File: src/rtl/vend_change_engine.sv
// -----------------------------------------------------------------------------
// vend_change_engine
//
// Credit / vend / change controller for the vending datapath. Accumulates
// quarter and dollar credit up to MAX_CREDIT, vends one of NUM_ITEMS items
// against the packed PRICE_LIST, then returns change through a ready/ack coin
// dispenser handshake, largest coin first. All money is counted in quarters.
//
// Optional feature macro: VEND_COIN_RETURN_EN
//   defined   -> a coin_return pulse in CREDIT refunds the full credit
//   undefined -> coin_return is ignored; credit only leaves through a vend
//
// Ports
//   clk          in   rising-edge clock
//   reset        in   asynchronous reset, active-low
//   quarter_in   in   one-cycle pulse, quarter inserted
//   dollar_in    in   one-cycle pulse, dollar inserted
//   selection    in   level; 0 = none, k selects item k-1
//   coin_return  in   cancel pulse (only with VEND_COIN_RETURN_EN)
//   coin_ack     in   dispenser took the presented coin
//   credit       out  current credit in quarters
//   coin_reject  out  one-cycle pulse, inserted coin bounced
//   vend         out  one-cycle pulse releasing an item
//   vend_item    out  0-based item index, valid while vend = 1
//   quarter_out  out  quarter presented to the dispenser
//   dollar_out   out  dollar presented to the dispenser
//   busy         out  high in VEND and CHANGE
// -----------------------------------------------------------------------------
module vend_change_engine #(
  parameter int                            CREDIT_W   = 5,
  parameter int                            MAX_CREDIT = 8,
  parameter int                            NUM_ITEMS  = 2,
  parameter logic [NUM_ITEMS*CREDIT_W-1:0] PRICE_LIST = {5'd6, 5'd4},
  parameter int                            SEL_W      = 2
) (
  input  logic                clk,
  input  logic                reset,
  input  logic                quarter_in,
  input  logic                dollar_in,
  input  logic [SEL_W-1:0]    selection,
  input  logic                coin_return,
  input  logic                coin_ack,
  output logic [CREDIT_W-1:0] credit,
  output logic                coin_reject,
  output logic                vend,
  output logic [SEL_W-1:0]    vend_item,
  output logic                quarter_out,
  output logic                dollar_out,
  output logic                busy
);

  typedef enum logic [1:0] {
    S_IDLE   = 2'd0,
    S_CREDIT = 2'd1,
    S_VEND   = 2'd2,
    S_CHANGE = 2'd3
  } state_e;

  // Acceptance arithmetic is one bit wider than the credit register so that
  // credit + coin can never wrap before it is compared with the limit.
  localparam logic [CREDIT_W:0]   QUARTER_W = (CREDIT_W+1)'(1);
  localparam logic [CREDIT_W:0]   DOLLAR_W  = (CREDIT_W+1)'(4);
  localparam logic [CREDIT_W:0]   MAX_W     = (CREDIT_W+1)'(MAX_CREDIT);
  localparam logic [CREDIT_W-1:0] QUARTER_C = CREDIT_W'(1);
  localparam logic [CREDIT_W-1:0] DOLLAR_C  = CREDIT_W'(4);
  localparam logic [SEL_W-1:0]    MAX_SEL   = SEL_W'(NUM_ITEMS);
  localparam logic [SEL_W-1:0]    SEL_ONE   = SEL_W'(1);

  state_e              state_q,  state_d;
  logic [CREDIT_W-1:0] credit_q, credit_d;
  logic [SEL_W-1:0]    item_q,   item_d;
  logic                reject_q, reject_d;

  // Price of a 0-based item index; out-of-range indices price at zero but are
  // never reached because selection is range-checked before latching.
  function automatic logic [CREDIT_W-1:0] item_price(input logic [SEL_W-1:0] idx);
    item_price = '0;
    for (int k = 0; k < NUM_ITEMS; k++) begin
      if (idx == SEL_W'(k)) item_price = PRICE_LIST[k*CREDIT_W +: CREDIT_W];
    end
  endfunction

  logic                sel_valid;
  logic [SEL_W-1:0]    sel_idx;
  logic [CREDIT_W-1:0] sel_price;
  logic [CREDIT_W:0]   sum;
  logic                accepted;
  logic                coin_pulse;

`ifndef VEND_COIN_RETURN_EN
  // Port kept for a uniform interface; intentionally unused in this build.
  logic unused_coin_return;
  assign unused_coin_return = coin_return;
`endif

  assign coin_pulse = quarter_in | dollar_in;
  assign sel_valid  = (selection != '0) && (selection <= MAX_SEL);
  assign sel_idx    = selection - SEL_ONE;
  assign sel_price  = item_price(sel_idx);

  // NOTE: every variable gets a default before the case so no path leaves it
  // unassigned; a missing default here would infer a latch.
  always_comb begin
    state_d  = state_q;
    credit_d = credit_q;
    item_d   = item_q;
    reject_d = 1'b0;
    sum      = {1'b0, credit_q};
    accepted = 1'b0;

    unique case (state_q)
      S_IDLE, S_CREDIT: begin
        if (coin_pulse) begin
          // Dollar is evaluated first; a simultaneous quarter always bounces.
          if (dollar_in) begin
            if (sum + DOLLAR_W <= MAX_W) begin
              sum      = sum + DOLLAR_W;
              accepted = 1'b1;
            end else begin
              reject_d = 1'b1;
            end
          end
          if (quarter_in) begin
            if (!dollar_in && (sum + QUARTER_W <= MAX_W)) begin
              sum      = sum + QUARTER_W;
              accepted = 1'b1;
            end else begin
              reject_d = 1'b1;
            end
          end
          credit_d = sum[CREDIT_W-1:0];
          if (accepted) state_d = S_CREDIT;
        end else if (state_q == S_CREDIT) begin
`ifdef VEND_COIN_RETURN_EN
          if (coin_return) begin
            state_d = S_CHANGE;
          end else
`endif
          if (sel_valid && (credit_q >= sel_price)) begin
            state_d = S_VEND;
            item_d  = sel_idx;
          end
        end
      end

      S_VEND: begin
        reject_d = coin_pulse;
        credit_d = credit_q - item_price(item_q);
        state_d  = (credit_d != '0) ? S_CHANGE : S_IDLE;
      end

      S_CHANGE: begin
        reject_d = coin_pulse;
        if (coin_ack) begin
          credit_d = credit_q - ((credit_q >= DOLLAR_C) ? DOLLAR_C : QUARTER_C);
          if (credit_d == '0) state_d = S_IDLE;
        end
      end

      default: state_d = S_IDLE;
    endcase
  end

  // NOTE: state registers use non-blocking assignments so every flop samples
  // the pre-edge values regardless of statement order.
  always_ff @(posedge clk or negedge reset) begin
    if (!reset) begin
      state_q  <= S_IDLE;
      credit_q <= '0;
      item_q   <= '0;
      reject_q <= 1'b0;
    end else begin
      state_q  <= state_d;
      credit_q <= credit_d;
      item_q   <= item_d;
      reject_q <= reject_d;
    end
  end

  // Outputs decode registered state only; no input reaches an output
  // combinationally.
  assign credit      = credit_q;
  assign coin_reject = reject_q;
  assign vend        = (state_q == S_VEND);
  assign vend_item   = (state_q == S_VEND) ? item_q : '0;
  assign dollar_out  = (state_q == S_CHANGE) && (credit_q >= DOLLAR_C);
  assign quarter_out = (state_q == S_CHANGE) && (credit_q <  DOLLAR_C);
  assign busy        = (state_q == S_VEND) || (state_q == S_CHANGE);

endmodule

File: config.mk
export PLATFORM = sky130hd
export DESIGN_NAME = vend_change_engine
export DESIGN_NICKNAME = d
export VERILOG_FILES = /design/src/rtl/vend_change_engine.sv
export SDC_FILE = /design/constraint.sdc
export NUM_CORES = 1
export LEC_CHECK = 0
export CORE_MARGIN = 3
export CORE_UTILIZATION = 55
export CTS_BUF_LIST = sky130_fd_sc_hd__clkbuf_8
export DETAILED_ROUTE_END_ITERATION = 8
export GPL_TIMING_DRIVEN = 0
export PLACE_DENSITY = 0.8
export SLEW_MARGIN = 20
export SYNTH_ARGS = -nofsm -noshare
export SYNTH_HDL_FRONTEND = slang
export SYNTH_SLANG_ARGS = --single-unit
File: constraint.sdc
create_clock -name clk -period 3.9 [get_ports clk]
set_clock_uncertainty 0.15 [all_clocks]
set_input_delay 1.17 -clock clk [delete_from_list [all_inputs] [get_ports clk]]
set_output_delay 1.17 -clock clk [all_outputs]
set_load 0.05 [all_outputs]
==> results of run 1 <==
worst max-delay path by stage:
stage / to / slack [ns] / cells after the start
2_1_floorplan: quarter_out / 0.06 / 3
3_3_place_gp: dollar_out / -0.02 / 6
5_1_grt: dollar_out / 0.14 / 6
4_1_cts: dollar_out / 0.27 / 6
6_report: dollar_out / 0.27 / 6
3_5_place_dp: dollar_out / -0.06 / 6
through the flow:
| stage | std cells | cell area [um^2] | setup TNS (ns) | utilization [%] | hold slack (ns) |
|---|---|---|---|---|---|
| 6_report | 202 | 1484 | 0 | 73.39 | 0.3977 |
| 3_5_place_dp | 198 | 1424 | -0.06067 | 70.42 | 0.3919 |
| 3_3_place_gp | 198 | 1424 | -0.02337 | 70.42 | 0.3789 |
| 4_1_cts | 202 | 1484 | 0 | 73.39 | 0.4017 |
| 5_1_grt | 202 | 1484 | 0 | 73.39 | 0.4509 |
| 2_1_floorplan | 154 | 1220 | 0 | - | 0.3367 |
state kept, by name (all words and copies together) (netlist names):
name and flops:
credit 5, coin_reject 1, item_q 2, state_q 2
critical path: cells and delay by family, from the launching register on:
family	cells	cell delay, ns
buffers and inverters	3	0.85
AOI/OAI and AO/OA	1	0.43
and+or+nand+nor	1	0.09
DFF	1	0.45
adders and majority gates	1	0.25
metal layers:
layer	share of wire, %	global-route usage, %	up-vias
li1	-	-	614
met2	45	42.36	58
met3	7.4	3.380	5
met1	46	37.74	617
met4	1.3	11.49	0
met5	0	0	-
cells in the mapped netlist (3+ instances only):
cell and instances:
clkbuf_1 4, o2bb2ai_1 3, nand3_1 4, a21oi_1 12
o21ai_0 6, dfrtp_1 10, nor2b_1 3, a31oi_1 4
inv_1 10, and3_1 3, buf_2 4, nor2_1 14
or3_1 3, and2_1 3, ha_1 13, nand2_1 9
xnor2_1 5
kinds of logic (layout without fill, tap and decap cells):
family                     count (synthesis)  after routing  synth area share (%)
AOI/OAI and AO/OA                         47             47                 27.39
xor gates and xnor gates                   7              7                 5.026
adders and majority gates                 14             14                 14.97
buffers and inverters                     19             40                 6.564
DFF                                       10             10                 20.51
muxes                                      2              2                 1.744
and+or+nand+nor                           55             55                 23.80
area by class of cell:
cell class,count,area (um^2)
plain buffers,9,42.54
clock buffers,4,55.05
fillers,176,538.0
inverters,10,37.54
multi-input cells,125,895.9
flip-flops and latches,10,250.2
well taps,27,33.78
repair buffers,17,168.9
==> results.md, run 1 <==
* R2R cell count at 11
* Die width at 53.10 um
* Worst R2R End: state_q[1]
* Largest net degree at the start of global routing at 11
* Max Root-Sink Buffers at 2
* DR iter-0 viols at 41
* Seq/Total Area, Yosys at 20.51%
* Syn nets at 176
* Vias in the first global route at 1,251
* Hold Crit Depth at 1
* Grt ovf at 0
* Syn_area_per_cell at 7.922 um^2
* RR Startpoint: credit[3]
* RSZ-0062 raised after global routing: no
* Register clock-pin slew on the reported worst setup and hold paths at 0.04 ns
* Worst Hold Class: flip-flop to flip-flop
* Final Hold Viols at 0
* Crit path launch type: flip-flop
* DR DRC count at 0
* DR vias at 1,294
* Async set or reset register ratio after synthesis at 100.0%
* Total core area at 2022 um^2
* CP required at 2.58 ns
* Crit path capture type: output port
* Post-route clock period utilization at 93.13%
* CTS resizes at 3
* Final Worst Setup Slack at 0.2680 ns
* Leading area contributor after synthesis: dfrtp_1
* Post-Syn Area at 1220 um^2
* Total wire length at 3342 um
* Commonest non-fill, non-tap cell in the layout: clkdlybuf4s50_1
* H-tree depth reported by CTS at 1
* Unique masters post-synth at 50
* Least-Margin Pin Slew at 0.5448 ns
* WHS Endpoint: item_q[0]
* Initial DRT Pass Iterations at 4
* GP Congestion at 0.9122
* Slowest cell on crit path: dfrtp_1
* Top post-synthesis cells by area: dfrtp_1 21%, ha_1 13%, a21oi_1 4.9%
* Slew headroom at 63.46%
* Root buf cell: clkbuf_8
* Worst-skew pair later-pin latency at 0.23 ns
* Reg-to-reg slack, setup at 0.67 ns
* Final net count at 198
* Pre-CTS WS at -0.06067 ns
* Critical path class: flip-flop to output port
* Top Ports at 20
* Layout area overhead at 21.64%
* Postcts setup bufs at 0
* Top FF cell, synth: dfrtp_1
* N_diodes at 0
* CTS Sinks at 10
* Chip height at 53.10 um
* CTS buffer count at 3
* Initial antenna violation count at 0
* Global-route wire length before repair at 5609 um
* Status: completed
* Initial core utilization at 60.33%
* DRT antenna net count at 0
* Synth Warn # at 0
* Routed wire per std cell at 16.54 um
* Tmin final at 3.632 ns
* Final setup violation count at 0
* Critical Path Fanout Max at 10
* Arrival time worst endpoint at 2.31 ns
* DIE AREA at 2819 um^2
* Fmax at 0.2753 GHz
* Num rows at 16
* Largest stage delay, worst path at 0.45 ns
* Yosys reg bits at 10
* Syn Inst Count at 154
* Hold_sp: item_q[0]
* Via-to-Cell Ratio at 6.406
* CP startpoint: credit[3]
* Yosys top cell area share at 20.51%
* CTS tree: yes
* CTS Hold Bufs at 0
* Fin. max-slew vios at 0
* Layout cells sized above 1 at 8.000%
* Worst path cell trace: buf_2, inv_1, ha_1, a2111oi_2, nor2_1, dlygate4sd2_1
* Post-synth EDFFs at 0
* DPL Wire Length at 2591 um
* Gr usage total at 27.26%
* Most frequent cells in the layout: 16 x clkdlybuf4s50_1, 14 x nor2_1, 13 x ha_1
* Port-buffer cells at 17
* Max Cap Viol at 0
Power of run 1 is left out: the tool's default activity adds up to more than one toggle a clock period on the data nets, which glitch-free logic cannot reach.
==> run 2: changes to the inputs <==
--- a/config.mk
+++ b/config.mk
@@ -5,12 +5,13 @@
 export SDC_FILE = /design/constraint.sdc
 export NUM_CORES = 1
 export LEC_CHECK = 0
+export ABC_AREA = 1
 export CORE_MARGIN = 3
 export CORE_UTILIZATION = 55
 export CTS_BUF_LIST = sky130_fd_sc_hd__clkbuf_8
 export DETAILED_ROUTE_END_ITERATION = 8
 export GPL_TIMING_DRIVEN = 0
-export PLACE_DENSITY = 0.8
+export PLACE_DENSITY = 0.79
 export SLEW_MARGIN = 20
 export SYNTH_ARGS = -nofsm -noshare
 export SYNTH_HDL_FRONTEND = slang
==> run 2 against run 1 <==
Compared with the run above: die area is 5.0% higher; wire length is 1.9% higher; critical path type unchanged; worst setup slack worse by 0.094 ns; register-to-register slack better by 0.34 ns; area after synthesis is 5.6% higher; global-route usage is 0.81 points lower; critical path depth is 1 lower; via count is 4.2% higher.
==> results.md, run 2 <==
* Status: completed
* Initial antenna violation count at 0 (unchanged)
* CTS buffer count at 3 (unchanged)
* Unique masters post-synth at 35 (-30%)
* RSZ-0062 raised after global routing: no
* Final net count at 236 (+19%)
* GP Congestion at 0.8782 (-3.7%)
* Leading area contributor after synthesis: dfrtp_1
* Placed insts at 236 (+19%)
* Top-count cell post-synth: nand2_1
* Register clock-pin slew on the reported worst setup and hold paths at 0.05 ns (about the same)
* Largest net degree at the start of global routing at 14 (+3)
* Crit path to: vend_item[1]
* Stages on worst setup path at 5 (-1)
* Syn nets at 213 (+21%)
* Tmin final at 3.726 ns (+0.09414 ns)
* Seq/Total Area, Yosys at 19.42% (-1.1 points)
* Largest register FFs at 5 (unchanged)
* Max Root-Sink Buffers at 2 (unchanged)
* Top post-synthesis cells by area: dfrtp_1 19%, nand2_1 15%, ha_1 13%
* Post-synth EDFFs at 0 (unchanged)
* Worst R2R End: state_q[0]
* CTS Hold Bufs at 0 (unchanged)
* Critical Path Fanout Max at 9 (-1)
* Initial core utilization at 61.90% (+1.6 points)
* Synth cell count leaders: 51 x nand2_1, 30 x inv_1, 22 x nor2_1
* Syn_area_per_cell at 6.747 um^2 (-15%)
* Crit path buf inv count at 3 (unchanged)
* Fmax at 0.2684 GHz (-2.5%)
* CP required at 2.58 ns (about the same)
* Chip height at 54.41 um (+2.5%)
* Arrival time worst endpoint at 2.41 ns (+0.10 ns)
* Most frequent cells in the layout: 51 x nand2_1, 30 x inv_1, 22 x nor2_1
* CP startpoint: state_q[1]
* Worst path cell trace: clkinv_1, nor2_1, inv_1, nor2_1, clkdlybuf4s50_1
* R2R cell count at 14 (+3)
* Crit path launch type: flip-flop
* Synth Warn # at 0 (unchanged)
* Worst Hold Class: flip-flop to flip-flop
* Least-Margin Pin Slew at 0.5703 ns (+0.02546 ns)
* CTS Sinks at 10 (unchanged)
* Top delay family on crit path: buffers and inverters
* Syn Inst Count at 191 (+24%)
* DR vias at 1,348 (+4.2%)
* Worst-skew pair later-pin latency at 0.23 ns (about the same)
* Post-Syn Area at 1289 um^2 (+5.6%)
* Reg-to-reg slack, setup at 1.01 ns (+0.34 ns)
* H-tree depth reported by CTS at 1 (unchanged)
* Die width at 54.41 um (+2.5%)
* Slowest cell on crit path: clkdlybuf4s50_1
* RR Startpoint: credit[3]
* Total core area at 2082 um^2 (+3.0%)
* Initial DRT Pass Iterations at 4 (unchanged)
* Yosys top cell area share at 19.42% (-1.1 points)
* Setup TNS at 0 ns (unchanged)
* Top FF cell, synth: dfrtp_1
* DIE AREA at 2960 um^2 (+5.0%)
* Final Hold Viols at 0 (unchanged)
* CTS tree: yes
* Total wire length at 3404 um (+1.9%)
* Crit path capture type: output port
* Gr usage total at 26.45% (-0.81 points)
* Grt ovf at 0 (unchanged)
* Async set or reset register ratio after synthesis at 100.0% (unchanged)
* Routed wire per std cell at 14.18 um (-14%)
* N_diodes at 0 (unchanged)
* Layout cells sized above 1 at 11.27% (+3.3 points)
* CTS resizes at 0 (-3)
* Critical path class: flip-flop to output port
* Commonest non-fill, non-tap cell in the layout: nand2_1
* Final setup violation count at 0 (unchanged)
* DR iter-0 viols at 35 (-15%)
* Global-route wire length before repair at 5644 um (+0.62%)
* Yosys reg bits at 10 (unchanged)
* Non-filler cells, final at 240 (+19%)
* Fin. max-slew vios at 0 (unchanged)
* Postcts setup bufs at 0 (unchanged)
* DR DRC count at 0 (unchanged)
* Via-to-Cell Ratio at 5.617 (-12%)
* Top Ports at 20 (unchanged)
* Port-buffer cells at 18 (+1)
* Most frequent CP cell: nor2_1
* Slew headroom at 61.98% (-1.5 points)
* Largest stage delay, worst path at 0.81 ns (+0.36 ns)
* DPL Wire Length at 2655 um (+2.5%)
* Max Cap Viol at 0 (unchanged)
* Post-route clock period utilization at 95.54% (+2.4 points)
* Num rows at 16 (unchanged)
* Vias in the first global route at 1,333 (+6.6%)
* Root buf cell: clkbuf_8
* Layout area overhead at 20.87%
* DRT antenna net count at 0 (unchanged)
[run 2: cell count changes after synthesis, sizes merged, moves of 4 or more]
cell,before,now
xnor2,5,1
nor2,14,22
inv,10,30
nand4,2,7
nand2,9,57
nand3,4,14
[run 2: per-stage QoR]
stage / hold slack, ns / util (%) / worst slack (ns) / cell area (um^2)
6_report: 0.4140 / 74.82 / 0.1738 / 1558
5_1_grt: 0.4314 / 74.82 / 0.02690 / 1558
4_1_cts: 0.4036 / 74.82 / 0.1955 / 1558
3_5_place_dp: 0.3937 / 72.18 / 0.4267 / 1503
3_3_place_gp: 0.3817 / 72.18 / 0.4979 / 1503
2_1_floorplan: 0.3421 / - / 0.2595 / 1289
[run 2: final cells by class]
cell class / count / area (um^2)
repair buffers: 18 / 180.2
inverters: 31 / 116.4
fillers: 186 / 524.3
flip-flops and latches: 10 / 250.2
clock buffers: 4 / 55.05
plain buffers: 4 / 23.77
well taps: 27 / 33.78
multi-input cells: 146 / 898.4
[run 2: cell families after synthesis]
family | Yosys count | share of synthesized area, %
compound gates | 25 | 13.01
buf+inv | 35 | 10.87
fa+ha+maj | 14 | 14.18
flops | 10 | 19.42
xor+xnor | 2 | 1.359
simple gates | 105 | 41.17
[run 2: worst min path at each step]
stage                     startpoint         end  slack, ns  depth (start not counted)
after global routing      state_q[0]  state_q[0]       0.43                          2
after floorplan           state_q[0]  state_q[0]       0.34                          2
after CTS                 state_q[0]  state_q[0]       0.40                          2
after detailed placement  state_q[0]  state_q[0]       0.39                          2
after global placement    state_q[0]  state_q[0]       0.38                          2
final                     state_q[0]  state_q[0]       0.41                          2
[run 2: per-layer routing]
layer | global-route usage, % | part of all wire, % | vias to the layer above
met5 | 0 | 0 | -
met4 | 11.20 | 1.3 | 0
met3 | 6.267 | 5.3 | 8
met2 | 48.21 | 51 | 44
met1 | 28.86 | 42 | 631
li1 | - | - | 665
[run 2: worst register-to-register path, stage by stage, from the launching register on]
cell and delay (ns):
dfrtp_1 0.41, buf_2 0.27, inv_1 0.13, ha_1 0.22
a41oi_1 0.34, ha_1 0.24, ha_1 0.17, nand2_1 0.06
nand2_1 0.09, a41oi_1 0.09, nand3b_1 0.20, a21oi_1 0.17
nand2_2 0.10, nand2_1 0.08, o21ai_2 0.05
Power of run 2 is left out for the same reason.
